`config.mk`:
```
export PLATFORM = sky130hd
export DESIGN_NAME = muldiv_div_iter
export DESIGN_NICKNAME = d
export VERILOG_FILES = /design/src/rtl/muldiv_pkg.sv /design/src/rtl/muldiv_div_step.sv /design/src/rtl/muldiv_div_iter.sv
export SDC_FILE = /design/constraint.sdc
export NUM_CORES = 1
export LEC_CHECK = 0
export ABC_AREA = 1
export ABC_CLOCK_PERIOD_IN_PS = 3100
export BUFFER_PORTS_ARGS = -buffer_cell sky130_fd_sc_hd__buf_2
export CAP_MARGIN = 20
export CORE_ASPECT_RATIO = 0.9
export CORE_MARGIN = 10
export CORE_UTILIZATION = 55
export DETAILED_ROUTE_END_ITERATION = 6
export PLACE_DENSITY = 0.77
export SYNTH_ARGS = -nofsm -noshare
export SYNTH_HDL_FRONTEND = slang
export SYNTH_HIERARCHICAL = 1
export SYNTH_SLANG_ARGS = --single-unit
```
`constraint.sdc`:
```
create_clock -name clk_i -period 3.1 [get_ports clk_i]
set_clock_uncertainty 0.2 [all_clocks]
set_input_delay 0.31 -clock clk_i [delete_from_list [all_inputs] [get_ports clk_i]]
set_output_delay 0.31 -clock clk_i [all_outputs]
set_load 0.03 [all_outputs]
```
`src/rtl/muldiv_pkg.sv`:
```
// Shared definitions for the multiply/divide unit: width, op encodings,
// divider state encoding and operand-status bit positions.
package muldiv_pkg;

  localparam int XLEN = 32;

  // Division op encoding: bit0 = 1 selects unsigned, bit1 = 1 selects remainder.
  typedef enum logic [1:0] {
    OP_DIV  = 2'b00,
    OP_DIVU = 2'b01,
    OP_REM  = 2'b10,
    OP_REMU = 2'b11
  } op_e;

  typedef enum logic [1:0] {
    ST_IDLE = 2'b00,
    ST_CALC = 2'b01,
    ST_FIX  = 2'b10,
    ST_DONE = 2'b11
  } state_e;

  // Bit positions inside ab_status {Bm1,B1,B0,Am1,A1,A0}.
  localparam int AB_A0  = 0;
  localparam int AB_A1  = 1;
  localparam int AB_AM1 = 2;
  localparam int AB_B0  = 3;
  localparam int AB_B1  = 4;
  localparam int AB_BM1 = 5;

  function automatic logic op_is_signed(input op_e op);
    return ~op[0];
  endfunction

  function automatic logic op_is_rem(input op_e op);
    return op[1];
  endfunction

endpackage

```
`src/rtl/muldiv_div_step.sv`:
```
// One restoring-division iteration: shift the next dividend bit into the
// partial remainder, trial-subtract the divisor and keep the difference
// only when it did not borrow.
module muldiv_div_step #(
  parameter int XLEN = 32
) (
  input  logic [XLEN:0]   rem_i,
  input  logic            bit_i,
  input  logic [XLEN-1:0] divisor_i,
  output logic [XLEN:0]   rem_o,
  output logic            q_bit_o
);

  logic [XLEN:0]   shifted;
  logic [XLEN+1:0] diff;
  logic            unused_rem_msb;

  // The stored remainder is always below the divisor, so its MSB is zero
  // and drops out of the shift.
  assign unused_rem_msb = rem_i[XLEN];

  assign shifted = {rem_i[XLEN-1:0], bit_i};
  assign diff    = {1'b0, shifted} - {2'b00, divisor_i};
  assign q_bit_o = ~diff[XLEN+1];
  assign rem_o   = q_bit_o ? diff[XLEN:0] : shifted;

endmodule

```
`src/rtl/muldiv_div_iter.sv`:
```
// Iterative restoring divider: special operands finish in one cycle,
// everything else takes 32 CALC cycles plus a sign-fix cycle.
module muldiv_div_iter #(
  parameter int XLEN = muldiv_pkg::XLEN
) (
  input  logic            clk_i,
  input  logic            reset_i,
  input  logic            start_i,
  input  logic            kill_i,
  input  logic [1:0]      op_i,
  input  logic [XLEN-1:0] dividend_i,
  input  logic [XLEN-1:0] divisor_i,
  input  logic            sign_a_i,
  input  logic            sign_b_i,
  input  logic [XLEN-1:0] a_raw_i,
  input  logic [XLEN-1:0] a_neg_i,
  input  logic [5:0]      ab_status_i,
  output logic            busy_o,
  output logic            done_o,
  output logic [XLEN-1:0] result_o
);

  import muldiv_pkg::*;

  localparam int CNT_W = $clog2(XLEN);

  state_e          state_q;
  op_e             op_q;
  logic            sign_a_q;
  logic            sign_b_q;
  logic [XLEN-1:0] divisor_q;
  logic [XLEN-1:0] quot_q;     // dividend bits shift out, quotient bits shift in
  logic [XLEN:0]   rem_q;      // partial remainder
  logic [CNT_W-1:0] cnt_q;

  logic [XLEN:0]   step_rem;
  logic            step_q_bit;

  logic            spec_hit;
  logic [XLEN-1:0] spec_quot;
  logic [XLEN-1:0] spec_rem;

  logic [XLEN-1:0] fix_quot;
  logic [XLEN-1:0] fix_rem;
  logic            unused_ab;

  // A=1 and A=-1 have no shortcut in the divider; only the B flags and A0 matter.
  assign unused_ab = ab_status_i[AB_A1] ^ ab_status_i[AB_AM1];

  muldiv_div_step #(.XLEN(XLEN)) u_step (
    .rem_i     (rem_q),
    .bit_i     (quot_q[XLEN-1]),
    .divisor_i (divisor_q),
    .rem_o     (step_rem),
    .q_bit_o   (step_q_bit)
  );

  // Special-operand results resolved at start, priority B0 > A0 > B1 > Bm1.
  always_comb begin
    // NOTE: every output gets a default first so no path leaves it unassigned (no latch).
    spec_hit  = 1'b0;
    spec_quot = '0;
    spec_rem  = '0;
    if (ab_status_i[AB_B0]) begin
      spec_hit  = 1'b1;
      spec_quot = '1;
      spec_rem  = a_raw_i;
    end else if (ab_status_i[AB_A0]) begin
      spec_hit  = 1'b1;
    end else if (ab_status_i[AB_B1]) begin
      spec_hit  = 1'b1;
      spec_quot = a_raw_i;
    end else if (ab_status_i[AB_BM1]) begin
      // a_neg wraps for the most negative dividend, giving the overflow result.
      spec_hit  = 1'b1;
      spec_quot = a_neg_i;
    end
  end

  // Sign correction of the magnitude quotient and remainder.
  always_comb begin
    fix_quot = quot_q;
    fix_rem  = rem_q[XLEN-1:0];
    if (op_is_signed(op_q) && (sign_a_q ^ sign_b_q)) fix_quot = -quot_q;
    if (op_is_signed(op_q) && sign_a_q)              fix_rem  = -rem_q[XLEN-1:0];
  end

  // Control FSM and datapath registers; kill overrides everything but reset.
  always_ff @(posedge clk_i or negedge reset_i) begin
    // NOTE: sequential state uses non-blocking assignments so every register samples pre-edge values.
    if (!reset_i) begin
      state_q   <= ST_IDLE;
      op_q      <= OP_DIV;
      sign_a_q  <= 1'b0;
      sign_b_q  <= 1'b0;
      divisor_q <= '0;
      quot_q    <= '0;
      rem_q     <= '0;
      cnt_q     <= '0;
      busy_o    <= 1'b0;
      done_o    <= 1'b0;
      result_o  <= '0;
    end else if (kill_i) begin
      state_q <= ST_IDLE;
      busy_o  <= 1'b0;
      done_o  <= 1'b0;
    end else begin
      unique case (state_q)
        ST_IDLE: begin
          if (start_i) begin
            op_q      <= op_e'(op_i);
            sign_a_q  <= sign_a_i;
            sign_b_q  <= sign_b_i;
            divisor_q <= divisor_i;
            busy_o    <= 1'b1;
            if (spec_hit) begin
              quot_q   <= spec_quot;
              rem_q    <= {1'b0, spec_rem};
              cnt_q    <= '0;
              result_o <= op_is_rem(op_e'(op_i)) ? spec_rem : spec_quot;
              done_o   <= 1'b1;
              state_q  <= ST_DONE;
            end else begin
              quot_q  <= dividend_i;
              rem_q   <= '0;
              cnt_q   <= CNT_W'(XLEN - 1);
              state_q <= ST_CALC;
            end
          end
        end
        ST_CALC: begin
          quot_q <= {quot_q[XLEN-2:0], step_q_bit};
          rem_q  <= step_rem;
          if (cnt_q == '0) begin
            state_q <= ST_FIX;
          end else begin
            cnt_q <= cnt_q - 1'b1;
          end
        end
        ST_FIX: begin
          result_o <= op_is_rem(op_q) ? fix_rem : fix_quot;
          done_o   <= 1'b1;
          state_q  <= ST_DONE;
        end
        ST_DONE: begin
          done_o  <= 1'b0;
          busy_o  <= 1'b0;
          state_q <= ST_IDLE;
        end
        default: state_q <= ST_IDLE;
      endcase
    end
  end

endmodule

```
### Word-level counts from Yosys, hierarchy flattened

Index checks and enable logic that the tools add are counted.
Widths: inputs -> output; s select.

* register bits after elaboration: 141
* input bits: 142
* output and inout port bits: 34
* logic and storage cells: 82

* add/subtract/negate cells: 4
* equality and inequality tests: 9
* muxes and demuxes: 39
* bitwise operators: 4
* reductions and logical operators: 15

Operators with widths (number)
* $mux 32: 16
* $pmux 32 s2: 3
* $neg 32->32: 2
* $sub 33x32->34: 1
* $mux 5: 3
* $pmux 5 s2: 1
* $mux 1: 9
* $ne 3x3->1 const B: 3
* $reduce_and 3->1: 3
* $mux 2: 4
* $pmux 2 s4: 1
* $reduce_and 4->1: 2
* $ne 2x2->1 const B: 3
* $logic_not 5->1: 1
* $sub 5x1->5 const B: 1
* $eq 2x2->1 const B: 2
* $reduce_and 2->1: 2
* $reduce_bool 2->1: 2
* $reduce_bool 4->1: 1
* $not 1->1: 3
* $pmux 1 s3: 1
* $reduce_bool 3->1: 1
* $eq 2x1->1 const B: 1
* $logic_and 1x1->1: 2
* 3 further kinds: 3

### Logic depth before layout (Yosys ltp)

Gate-level depths: netlist (run 1).

* depth after elaboration: 8
* mapped depth: 17

### Modules after synthesis

The synthesis (run 1) kept the hierarchy.

Modules (own cells, without submodules)
* muldiv_div_iter: instances 1, cells each 1431, area an instance 9685.5 um^2, seq. area each 3553.4 um^2
* muldiv_div_step: instances 1, cells each 666, area an instance 3240.6 um^2, seq. area each 0.0 um^2

### Worst setup path before layout (run 1)

Ideal clock, no wire load.

* kind: register -> register
* start point: register quot_q[31]
* end point: register rem_q[28]
* setup time: 130 ps
* data arrival time: 2014 ps
* data required time: 2770 ps
* setup slack: 755 ps
* stages on the path, launching flop included: 17
* path buffers: 0
* clock period less this slack: 2345 ps
* cells stage by stage: dfrtp_1 > inv_1 > ha_1 > inv_1 > fa_1 > nand3_1 > nand3_1 > nand2_1 > nand2_1 > nand2_1 > nand2_1 > nand2_1 > nand3_1 > nand3_2 > nand2_1 > o211ai_1 > o21ai_0

* cells in the longest elaborated chain, start to end: 3

Ends and longest elaborated chain
* start: declaration: RTL line muldiv_div_iter.sv:32 `logic [XLEN-1:0] quot_q;`
* start signal: assignment: RTL line muldiv_div_iter.sv:117 `quot_q <= spec_quot;`
* start signal: assignment: RTL line muldiv_div_iter.sv:124 `quot_q <= dividend_i;`
* start signal: assignment: RTL line muldiv_div_iter.sv:132 `quot_q <= {quot_q[XLEN-2:0], step_q_bit};`
* $sub 33x32->34: RTL line muldiv_div_step.sv:23 `assign diff = {1'b0, shifted} - {2'b00, divisor_i};`
* $mux 32: RTL line muldiv_div_step.sv:25 `assign rem_o = q_bit_o ? diff[XLEN:0] : shifted;`
* via step_rem[28]: RTL line muldiv_div_iter.sv:36 `logic [XLEN:0] step_rem;`
* $pmux 32 s2: RTL line muldiv_div_iter.sv:108 `unique case (state_q)`
* end signal: assignment: RTL line muldiv_div_iter.sv:118 `rem_q <= {1'b0, spec_rem};`
* end signal: assignment: RTL line muldiv_div_iter.sv:133 `rem_q <= step_rem;`
* end: declaration: RTL line muldiv_div_iter.sv:33 `logic [XLEN:0] rem_q;`

The timed path passes the listed nets, and every way through them passes these cells.
A chain may end at the register's enable or synchronous reset.

### Worst setup path in the final report (run 1)

Same ends and word-level chain as after synthesis.

==> tab_implementation.tex, run 1 <==
\begin{tabular}{lr}
\hline
Metric & Value \\
\hline
\multicolumn{2}{l}{\textbf{CTS}} \\
\quad Reg clk slew, reported paths & around 0.06 ns \\
\quad Number of gates given a new drive strength after cts & 0 \\
\quad Clock Latency Late Sink & $\sim$0.43 ns \\
\quad Clock Tree Buf Depth & 2 \\
\quad Root cell of the clock tree & sky130\_fd\_sc\_hd\_\_clkbuf\_16 \\
\quad CTS Sinks & 141 \\
\quad Post-CTS Setup Repair Bufs & 0 \\
\quad Num CTS Buffers & 17 \\
\quad Hold-fix buffers at CTS & 37 \\
\quad Maximum level of the CTS H-tree & 4 \\
\quad CTS tree & built \\
\multicolumn{2}{l}{\textbf{Layout}} \\
\quad Relative area change from synthesis to final layout & 16.70\% \\
\quad Final non-filler cell total & about 2,600 \\
\quad Area of all placed cells without fillers & around 0.015 mm\^{}2 \\
\quad Ant diodes & 0 \\
\quad Sequential Area & between 0.003 and 0.004 mm\^{}2 \\
\quad Post-layout nets & approximately 2,400 \\
\quad Area of combinational cells with multiple inputs & between 0.007 and 0.008 mm\^{}2 \\
\quad Share of the core filled with cells & approximately 66\% \\
\quad Proportion of layout cells with a drive suffix above 1 & 14.14\% \\
\quad Layout filler cell count & roughly 2,100 \\
\multicolumn{2}{l}{\textbf{Global route}} \\
\quad Initial antenna violation count & 0 \\
\quad Global-route wire length before repair & 73.12 mm \\
\quad Maximum number of pins on one net before global-route repair & around 120 \\
\quad Global-route usage over all layers & 30.38\% \\
\quad Total congestion overflow & 0 \\
\quad Via count of the first global-routing pass & between 10,000 and 15,000 \\
\multicolumn{2}{l}{\textbf{Critical path}} \\
\quad Delay of the slowest critical-path stage & 0.45 ns \\
\quad Required time at the worst-slack endpoint & around 3.2 ns \\
\quad Startpoint kind of the worst setup timing path & register \\
\quad Worst Path Arrival & roughly 3.0 ns \\
\quad Cell family with most CP delay & simple AND/OR/NAND/NOR gates \\
\quad Library cell appearing most often on the critical path & sky130\_fd\_sc\_hd\_\_nand2\_1 \\
\quad Critical-path maximum fanout & 4 \\
\quad Standard cell with the maximum stage delay on the critical path & sky130\_fd\_sc\_hd\_\_fa\_1 \\
\quad Type of destination of the critical path & register \\
\quad Classification of the worst setup path & register to register \\
\quad Buffers \& Inverters on Critical Path & 2 \\
\quad Ordered list of cells on the worst path & inv\_1 -> ha\_1 -> inv\_1 -> fa\_1 -> nand3\_1 -> nand3\_1 -> nand2\_1 -> nand2\_1 -> nand2\_1 -> nand2\_1 -> nand2\_1 -> nand3\_1 -> nand3\_2 -> nand2\_1 -> o211ai\_1 -> o21ai\_0 \\
\multicolumn{2}{l}{\textbf{Drt}} \\
\quad Iteration count of the initial detailed-routing pass & 7 \\
\quad Vias post-DR & roughly 15,000 \\
\quad Initial DRC count & between 1,500 and 2,000 \\
\quad Routed len/inst & roughly 18 um \\
\quad Vias per cell & approximately 5.7 \\
\quad Remaining antenna violation count & 0 \\
\quad Residual DRC & 7 \\
\quad Total length of routed wires & around 47 mm \\
\multicolumn{2}{l}{\textbf{Power and ir drop}} \\
\quad Cell leakage power & $\sim$8 nW \\
\quad Total power divided by cell area & between 1000 and 1500 mW/mm\^{}2 \\
\quad Max rail drop VDD & approximately 1.4 mV \\
\multicolumn{2}{l}{\textbf{Floorplanning}} \\
\quad Core region area & approximately 0.023 mm\^{}2 \\
\quad DIE WIDTH & about 180 um \\
\quad Site row count & 52 \\
\quad Ports placed on the boundary & about 180 \\
\quad Initial standard-cell utilization of the core & between 50\% and 60\% \\
\quad Die footprint & around 0.03 mm\^{}2 \\
\quad Die span in y & roughly 160 um \\
\multicolumn{2}{l}{\textbf{Yosys}} \\
\quad Mapped Avg Cell Area & slightly above 6 um\^{}2 \\
\quad Synthesized area & around 0.013 mm\^{}2 \\
\quad Yosys warning total & 6 \\
\quad Post-Syn Nets & 2,259 \\
\quad Number of standard cells after synthesis & between 2,000 and 2,500 \\
\multicolumn{2}{l}{\textbf{Placed design}} \\
\quad Port Buf Inserts & about 170 \\
\quad Placed Area & $\sim$0.014 mm\^{}2 \\
\quad Cell Count Post-Placement & approximately 2,500 \\
\quad Detail Placement HPWL & around 36 mm \\
\quad Routability congestion estimate from global placement & 0.9436 \\
\multicolumn{2}{l}{\textbf{Timing}} \\
\quad Number of slew-limit violations in the final report & 0 \\
\quad Setup violations, final & 0 \\
\quad Max-slew headroom & between 40 and 50\% \\
\quad Final Hold Viols & 0 \\
\quad Minimum clock period after layout & around 2.9 ns \\
\quad Slew at the pin closest to its max-slew limit & 0.7796 ns \\
\quad Fmax & approximately 340 MHz \\
\quad Period Utilization, post-route & a little over nine tenths \\
\quad Summed negative setup slack over all endpoints & 0 ns \\
\quad RSZ-0062 raised after global routing & false \\
\quad Worst hold slack & 0.01266 ns \\
\multicolumn{2}{l}{\textbf{Worst hold path}} \\
\quad Type of the tightest min-delay check & input port to register \\
\multicolumn{2}{l}{\textbf{Outcome}} \\
\quad Outcome & complete, but fails checks \\
\quad Failing checks & DRC \\
\multicolumn{2}{l}{\textbf{Job}} \\
\quad Reported max-cap violation count & 0 \\
\hline
\end{tabular}
worst min-delay path: stages:
cell and delay (ns):
sky130_fd_sc_hd__buf_2 0.11, sky130_fd_sc_hd__nand3_2 0.10, sky130_fd_sc_hd__o21ai_0 0.07
through the flow:
step	worst slack [ns]	power [mW]
6_report	0.1656	18.62
2_1_floorplan	0.7554	12.61
3_3_place_gp	0.3245	15.70
5_1_grt	0.04340	20.22
4_1_cts	0.2468	18.34
3_5_place_dp	0.2642	15.92
sequential cells by signal (all words and copies together), names as in the netlist:
register	flops
busy_o	1
cnt_q	5
divisor_q	32
done_o	1
op_q	2
quot_q	32
rem_q	32
result_o	32
sign_a_q	1
sign_b_q	1
state_q	2
power by group:
group	switching [mW]	internal [mW]	leakage, nW
logic	8.64	4.12	5.95
clock network	0.898	1.37	0.303
registers	0.836	2.75	1.72
total	10.4	8.25	7.97
cell usage in the layout (no fill, tap or decap), drive strengths merged:
cell,count
inv,255
mux2,34
o31ai,1
o41ai,1
nor2,129
o2111ai,1
and3,2
a31oi,23
o211ai,34
dlygate4sd3,37
nand3b,8
fa,1
buf,211
nand3,241
xor2,16
dfrtp,141
and2,10
nand2,773
a221oi,1
clkbuf,18
clkinvlp,2
a21oi,52
nor3,14
a22oi,4
clkinv,7
o22ai,32
or2,3
nand4,18
ha,39
o21ai,116
nor3b,31
o21bai,4
bufinv,4
final cells by class:
class / count / area share (%)
Sequential cell: 141 / 23.59
Tap cell: 297 / 2.484
Inverter: 255 / 6.398
Timing Repair Buffer: 248 / 10.55
Multi-Input combinational cell: 1588 / 52.79
Clock inverter: 13 / 1.263
Clock buffer: 18 / 2.936
layer usage:
layer  up-vias  part of all wire [%]  GRT usage, %
met5         -                     0             0
met4         0                   3.1         11.10
met3        93                   9.0         5.469
met2       717                    45         48.11
met1      6769                    43         40.81
li1       7077                     -             -
final timing paths:
check                               end  slack [ns]  cells past startpoint         from
setup / recovery              rem_q[28]        0.17                     16   quot_q[31]
hold / removal                  op_q[1]        0.01                      3      start_i
setup reg to reg              rem_q[28]        0.17                     16   quot_q[31]
hold reg to reg             result_o[4]        0.28                      2  result_o[4]
max in group asynchronous  result_o[20]        1.54                      3      reset_i
min in group asynchronous      cnt_q[0]        0.23                      2      reset_i
No activity file was read; power rests on OpenSTA's default activity.
==> run 2, diff against run 1 <==
--- a/config.mk
+++ b/config.mk
@@ -6,14 +6,15 @@
 export NUM_CORES = 1
 export LEC_CHECK = 0
 export ABC_AREA = 1
-export ABC_CLOCK_PERIOD_IN_PS = 3100
+export ABC_CLOCK_PERIOD_IN_PS = 2680
 export BUFFER_PORTS_ARGS = -buffer_cell sky130_fd_sc_hd__buf_2
 export CAP_MARGIN = 20
 export CORE_ASPECT_RATIO = 0.9
 export CORE_MARGIN = 10
-export CORE_UTILIZATION = 55
+export CORE_UTILIZATION = 54
 export DETAILED_ROUTE_END_ITERATION = 6
-export PLACE_DENSITY = 0.77
+export PLACE_DENSITY = 0.79
+export REMOVE_ABC_BUFFERS = 1
 export SYNTH_ARGS = -nofsm -noshare
 export SYNTH_HDL_FRONTEND = slang
 export SYNTH_HIERARCHICAL = 1
==> constraint.sdc (replaced) <==
create_clock -name clk_i -period 2.68 [get_ports clk_i]
set_clock_uncertainty 0.2 [all_clocks]
set_input_delay 0.268 -clock clk_i [delete_from_list [all_inputs] [get_ports clk_i]]
set_output_delay 0.268 -clock clk_i [all_outputs]
set_load 0.03 [all_outputs]
==> tab_implementation.tex, run 2 (synthesized netlist as in run 1, its figures left out) <==
\begin{tabular}{lr}
\hline
Metric & Value \\
\hline
\multicolumn{2}{l}{\textbf{Layout}} \\
\quad Ant diodes & 0 (unchanged) \\
\quad Post-layout nets & 2,486 (was 2,433) \\
\quad Proportion of layout cells with a drive suffix above 1 & 18.21\% (was 14.14\%) \\
\quad Relative area change from synthesis to final layout & 23.18\% (was 16.70\%) \\
\quad Layout filler cell count & 2,100 (was 2,113) \\
\quad Most common library cell in the layout ignoring fill and taps & sky130\_fd\_sc\_hd\_\_nand2\_1 (unchanged) \\
\quad Area of all placed cells without fillers & 0.01579 mm\^{}2 (was 0.01496 mm\^{}2) \\
\quad Most used cells in the layout excluding fill and tap cells & 756 x sky130\_fd\_sc\_hd\_\_nand2\_1, 242 x sky130\_fd\_sc\_hd\_\_inv\_1, 228 x sky130\_fd\_sc\_hd\_\_nand3\_1 (was 766 x sky130\_fd\_sc\_hd\_\_nand2\_1, 244 x sky130\_fd\_sc\_hd\_\_inv\_1, 229 x sky130\_fd\_sc\_hd\_\_nand3\_1) \\
\multicolumn{2}{l}{\textbf{Timing}} \\
\quad Number of slew-limit violations in the final report & 0 (unchanged) \\
\quad Worst hold slack & 0.01459 ns (was 0.01266 ns) \\
\quad RSZ-0062 raised after global routing & true (was false) \\
\quad Period Utilization, post-route & 96.91\% (was 94.66\%) \\
\quad Fmax & 385.0 MHz (was 340.8 MHz) \\
\quad Final Hold Viols & 0 (unchanged) \\
\quad Slew at the pin closest to its max-slew limit & 0.7073 ns (was 0.7796 ns) \\
\quad Summed negative setup slack over all endpoints & 0 ns (unchanged) \\
\quad Max-slew headroom & 52.55\% (was 47.97\%) \\
\quad Minimum clock period after layout & 2.597 ns (was 2.934 ns) \\
\quad Setup violations, final & 0 (unchanged) \\
\multicolumn{2}{l}{\textbf{Power and ir drop}} \\
\quad Switching power summed over all nets & 12.69 mW (was 10.37 mW) \\
\quad Sequential group share of total power & 17.5\% (was 19.3\%) \\
\quad Max rail drop VDD & 1.118 mV (was 1.432 mV) \\
\quad Total power divided by cell area & 1475 mW/mm\^{}2 (was 1244 mW/mm\^{}2) \\
\quad Cell leakage power & 8.239 nW (was 7.967 nW) \\
\quad Internal power & 10.60 mW (was 8.246 mW) \\
\quad Clock network fraction of total power & 10.8\% (was 12.2\%) \\
\quad Gate power share & 71.7\% (was 68.5\%) \\
\quad Switching share of power & 54.49\% (was 55.70\%) \\
\multicolumn{2}{l}{\textbf{Drt}} \\
\quad Iteration count of the initial detailed-routing pass & 6 (was 7) \\
\quad Remaining antenna violation count & 0 (unchanged) \\
\quad Routed len/inst & 18.00 um (was 18.34 um) \\
\quad Initial DRC count & 1,787 (was 1,743) \\
\quad Vias per cell & 5.772 (was 5.725) \\
\quad Residual DRC & 0 (was 7) \\
\quad Vias post-DR & 15,120 (was 14,660) \\
\quad Total length of routed wires & 47.16 mm (was 46.94 mm) \\
\multicolumn{2}{l}{\textbf{Floorplanning}} \\
\quad Die footprint & 0.03031 mm\^{}2 (was 0.02982 mm\^{}2) \\
\quad Die span in y & 166.2 um (was 164.8 um) \\
\quad Site row count & 53 (was 52) \\
\quad Initial standard-cell utilization of the core & 54.92\% (was 56.45\%) \\
\quad Core region area & 0.02334 mm\^{}2 (was 0.02271 mm\^{}2) \\
\quad Ports placed on the boundary & 176 (unchanged) \\
\quad DIE WIDTH & 182.4 um (was 180.9 um) \\
\multicolumn{2}{l}{\textbf{CTS}} \\
\quad Clock Tree Buf Depth & 2 (unchanged) \\
\quad CTS tree & built (unchanged) \\
\quad Clock Latency Late Sink & 0.44 ns (was 0.43 ns) \\
\quad CTS Sinks & 141 (unchanged) \\
\quad Reg clk slew, reported paths & 0.07 ns (was 0.06 ns) \\
\quad Maximum level of the CTS H-tree & 4 (unchanged) \\
\quad Num CTS Buffers & 17 (unchanged) \\
\quad Root cell of the clock tree & sky130\_fd\_sc\_hd\_\_clkbuf\_16 (unchanged) \\
\multicolumn{2}{l}{\textbf{Critical path}} \\
\quad Worst Path Arrival & 2.70 ns (was 3.03 ns) \\
\quad Classification of the worst setup path & register to register (unchanged) \\
\quad Type of destination of the critical path & register (unchanged) \\
\quad Critical-path maximum fanout & 8 (was 4) \\
\quad Required time at the worst-slack endpoint & 2.79 ns (was 3.20 ns) \\
\quad Startpoint kind of the worst setup timing path & register (unchanged) \\
\multicolumn{2}{l}{\textbf{Global route}} \\
\quad Maximum number of pins on one net before global-route repair & 101 (was 118) \\
\quad Global-route usage over all layers & 29.51\% (was 30.38\%) \\
\quad Total congestion overflow & 0 (unchanged) \\
\quad Global-route wire length before repair & 73.91 mm (was 73.12 mm) \\
\quad Via count of the first global-routing pass & 13,990 (was 13,570) \\
\quad Initial antenna violation count & 1 (was 0) \\
\multicolumn{2}{l}{\textbf{Worst hold path}} \\
\quad Type of the tightest min-delay check & input port to register (unchanged) \\
\multicolumn{2}{l}{\textbf{Placed design}} \\
\quad Placed Area & 0.01433 mm\^{}2 (was 0.01396 mm\^{}2) \\
\quad Detail Placement HPWL & 34.52 mm (was 36.16 mm) \\
\quad Port Buf Inserts & 173 (unchanged) \\
\quad Routability congestion estimate from global placement & 0.9957 (was 0.9436) \\
\multicolumn{2}{l}{\textbf{Job}} \\
\quad Reported max-cap violation count & 0 (unchanged) \\
\multicolumn{2}{l}{\textbf{Outcome}} \\
\quad Outcome & complete, no violations (was complete, but fails checks) \\
\hline
\end{tabular}
==> run 2: final timing paths <==
path	startpoint	endpoint	slack (ns)	cells after the start
max reg2reg	rem_q[17]	rem_q[17]	0.08	14
max in group asynchronous	reset_i	rem_q[9]	1.38	3
min	dividend_i[28]	quot_q[28]	0.01	4
min reg2reg	result_o[20]	result_o[20]	0.28	2
min in group asynchronous	reset_i	divisor_q[4]	0.14	2
max	rem_q[17]	rem_q[17]	0.08	14
==> run 2: cell type report <==
cell class / instances / area, um^2 / share of cell area, %
Clock inverter: 14 / 157.7 / 0.9984
Sequential cell: 141 / 3530 / 22.35
Multi-Input combinational cell: 1591 / 8288 / 52.49
Clock buffer: 18 / 439.2 / 2.781
Timing Repair Buffer: 298 / 2041 / 12.92
Tap cell: 302 / 377.9 / 2.393
Inverter: 255 / 957.2 / 6.062
==> run 2: power groups by stage <==
stage          clock network [mW]  registers, mW  logic [mW]
6_report                     2.51           4.07        16.7
5_1_grt                      2.62           4.18        18.4
4_1_cts                      2.53           3.98        15.1
3_5_place_dp                    0           4.00        14.9
3_3_place_gp                    0           3.96        14.6
2_1_floorplan                   0           4.39        9.73
==> run 2: through the flow <==
step           util (%)  total power [mW]  worst slack, ns  std cells
3_3_place_gp      61.37             18.55          0.05955       2538
3_5_place_dp      61.37             18.91         0.008222       2538
2_1_floorplan         -             14.12           -2.098       1984
4_1_cts           65.51             21.57         0.001981       2607
6_report          67.65             23.29          0.08269       2619
5_1_grt           67.65             25.18         -0.04768       2619
==> run 2: layer usage <==
| metal | up-vias | part of all wire (%) | GRT usage (%) |
|---|---|---|---|
| met1 | 6971 | 42 | 39.36 |
| met5 | - | 0 | 0 |
| li1 | 7192 | - | - |
| met3 | 108 | 10 | 6.643 |
| met2 | 846 | 44 | 45.35 |
| met4 | 0 | 3.4 | 11.56 |
==> run 2: what timing repair did <==
item,4_1_cts,5_1_grt
endpoints found under the setup margin,0,32
hold buffers,37,0
hold endpoints to repair,85,0
buffers inserted,0,8
gates resized for setup,0,63
==> run 2: critical path, stage by stage, from the launching register on <==
cell	delay (ns)
sky130_fd_sc_hd__dfrtp_1	0.46
sky130_fd_sc_hd__ha_4	0.27
sky130_fd_sc_hd__nand2_1	0.07
sky130_fd_sc_hd__nand2_1	0.10
sky130_fd_sc_hd__nand2_1	0.08
sky130_fd_sc_hd__nand3_1	0.09
sky130_fd_sc_hd__a21oi_2	0.26
sky130_fd_sc_hd__nor2_4	0.07
sky130_fd_sc_hd__nor2_8	0.15
sky130_fd_sc_hd__buf_12	0.14
sky130_fd_sc_hd__nand2_4	0.11
sky130_fd_sc_hd__nand3_1	0.12
sky130_fd_sc_hd__nand2_1	0.09
sky130_fd_sc_hd__o211ai_1	0.15
sky130_fd_sc_hd__o21ai_0	0.10
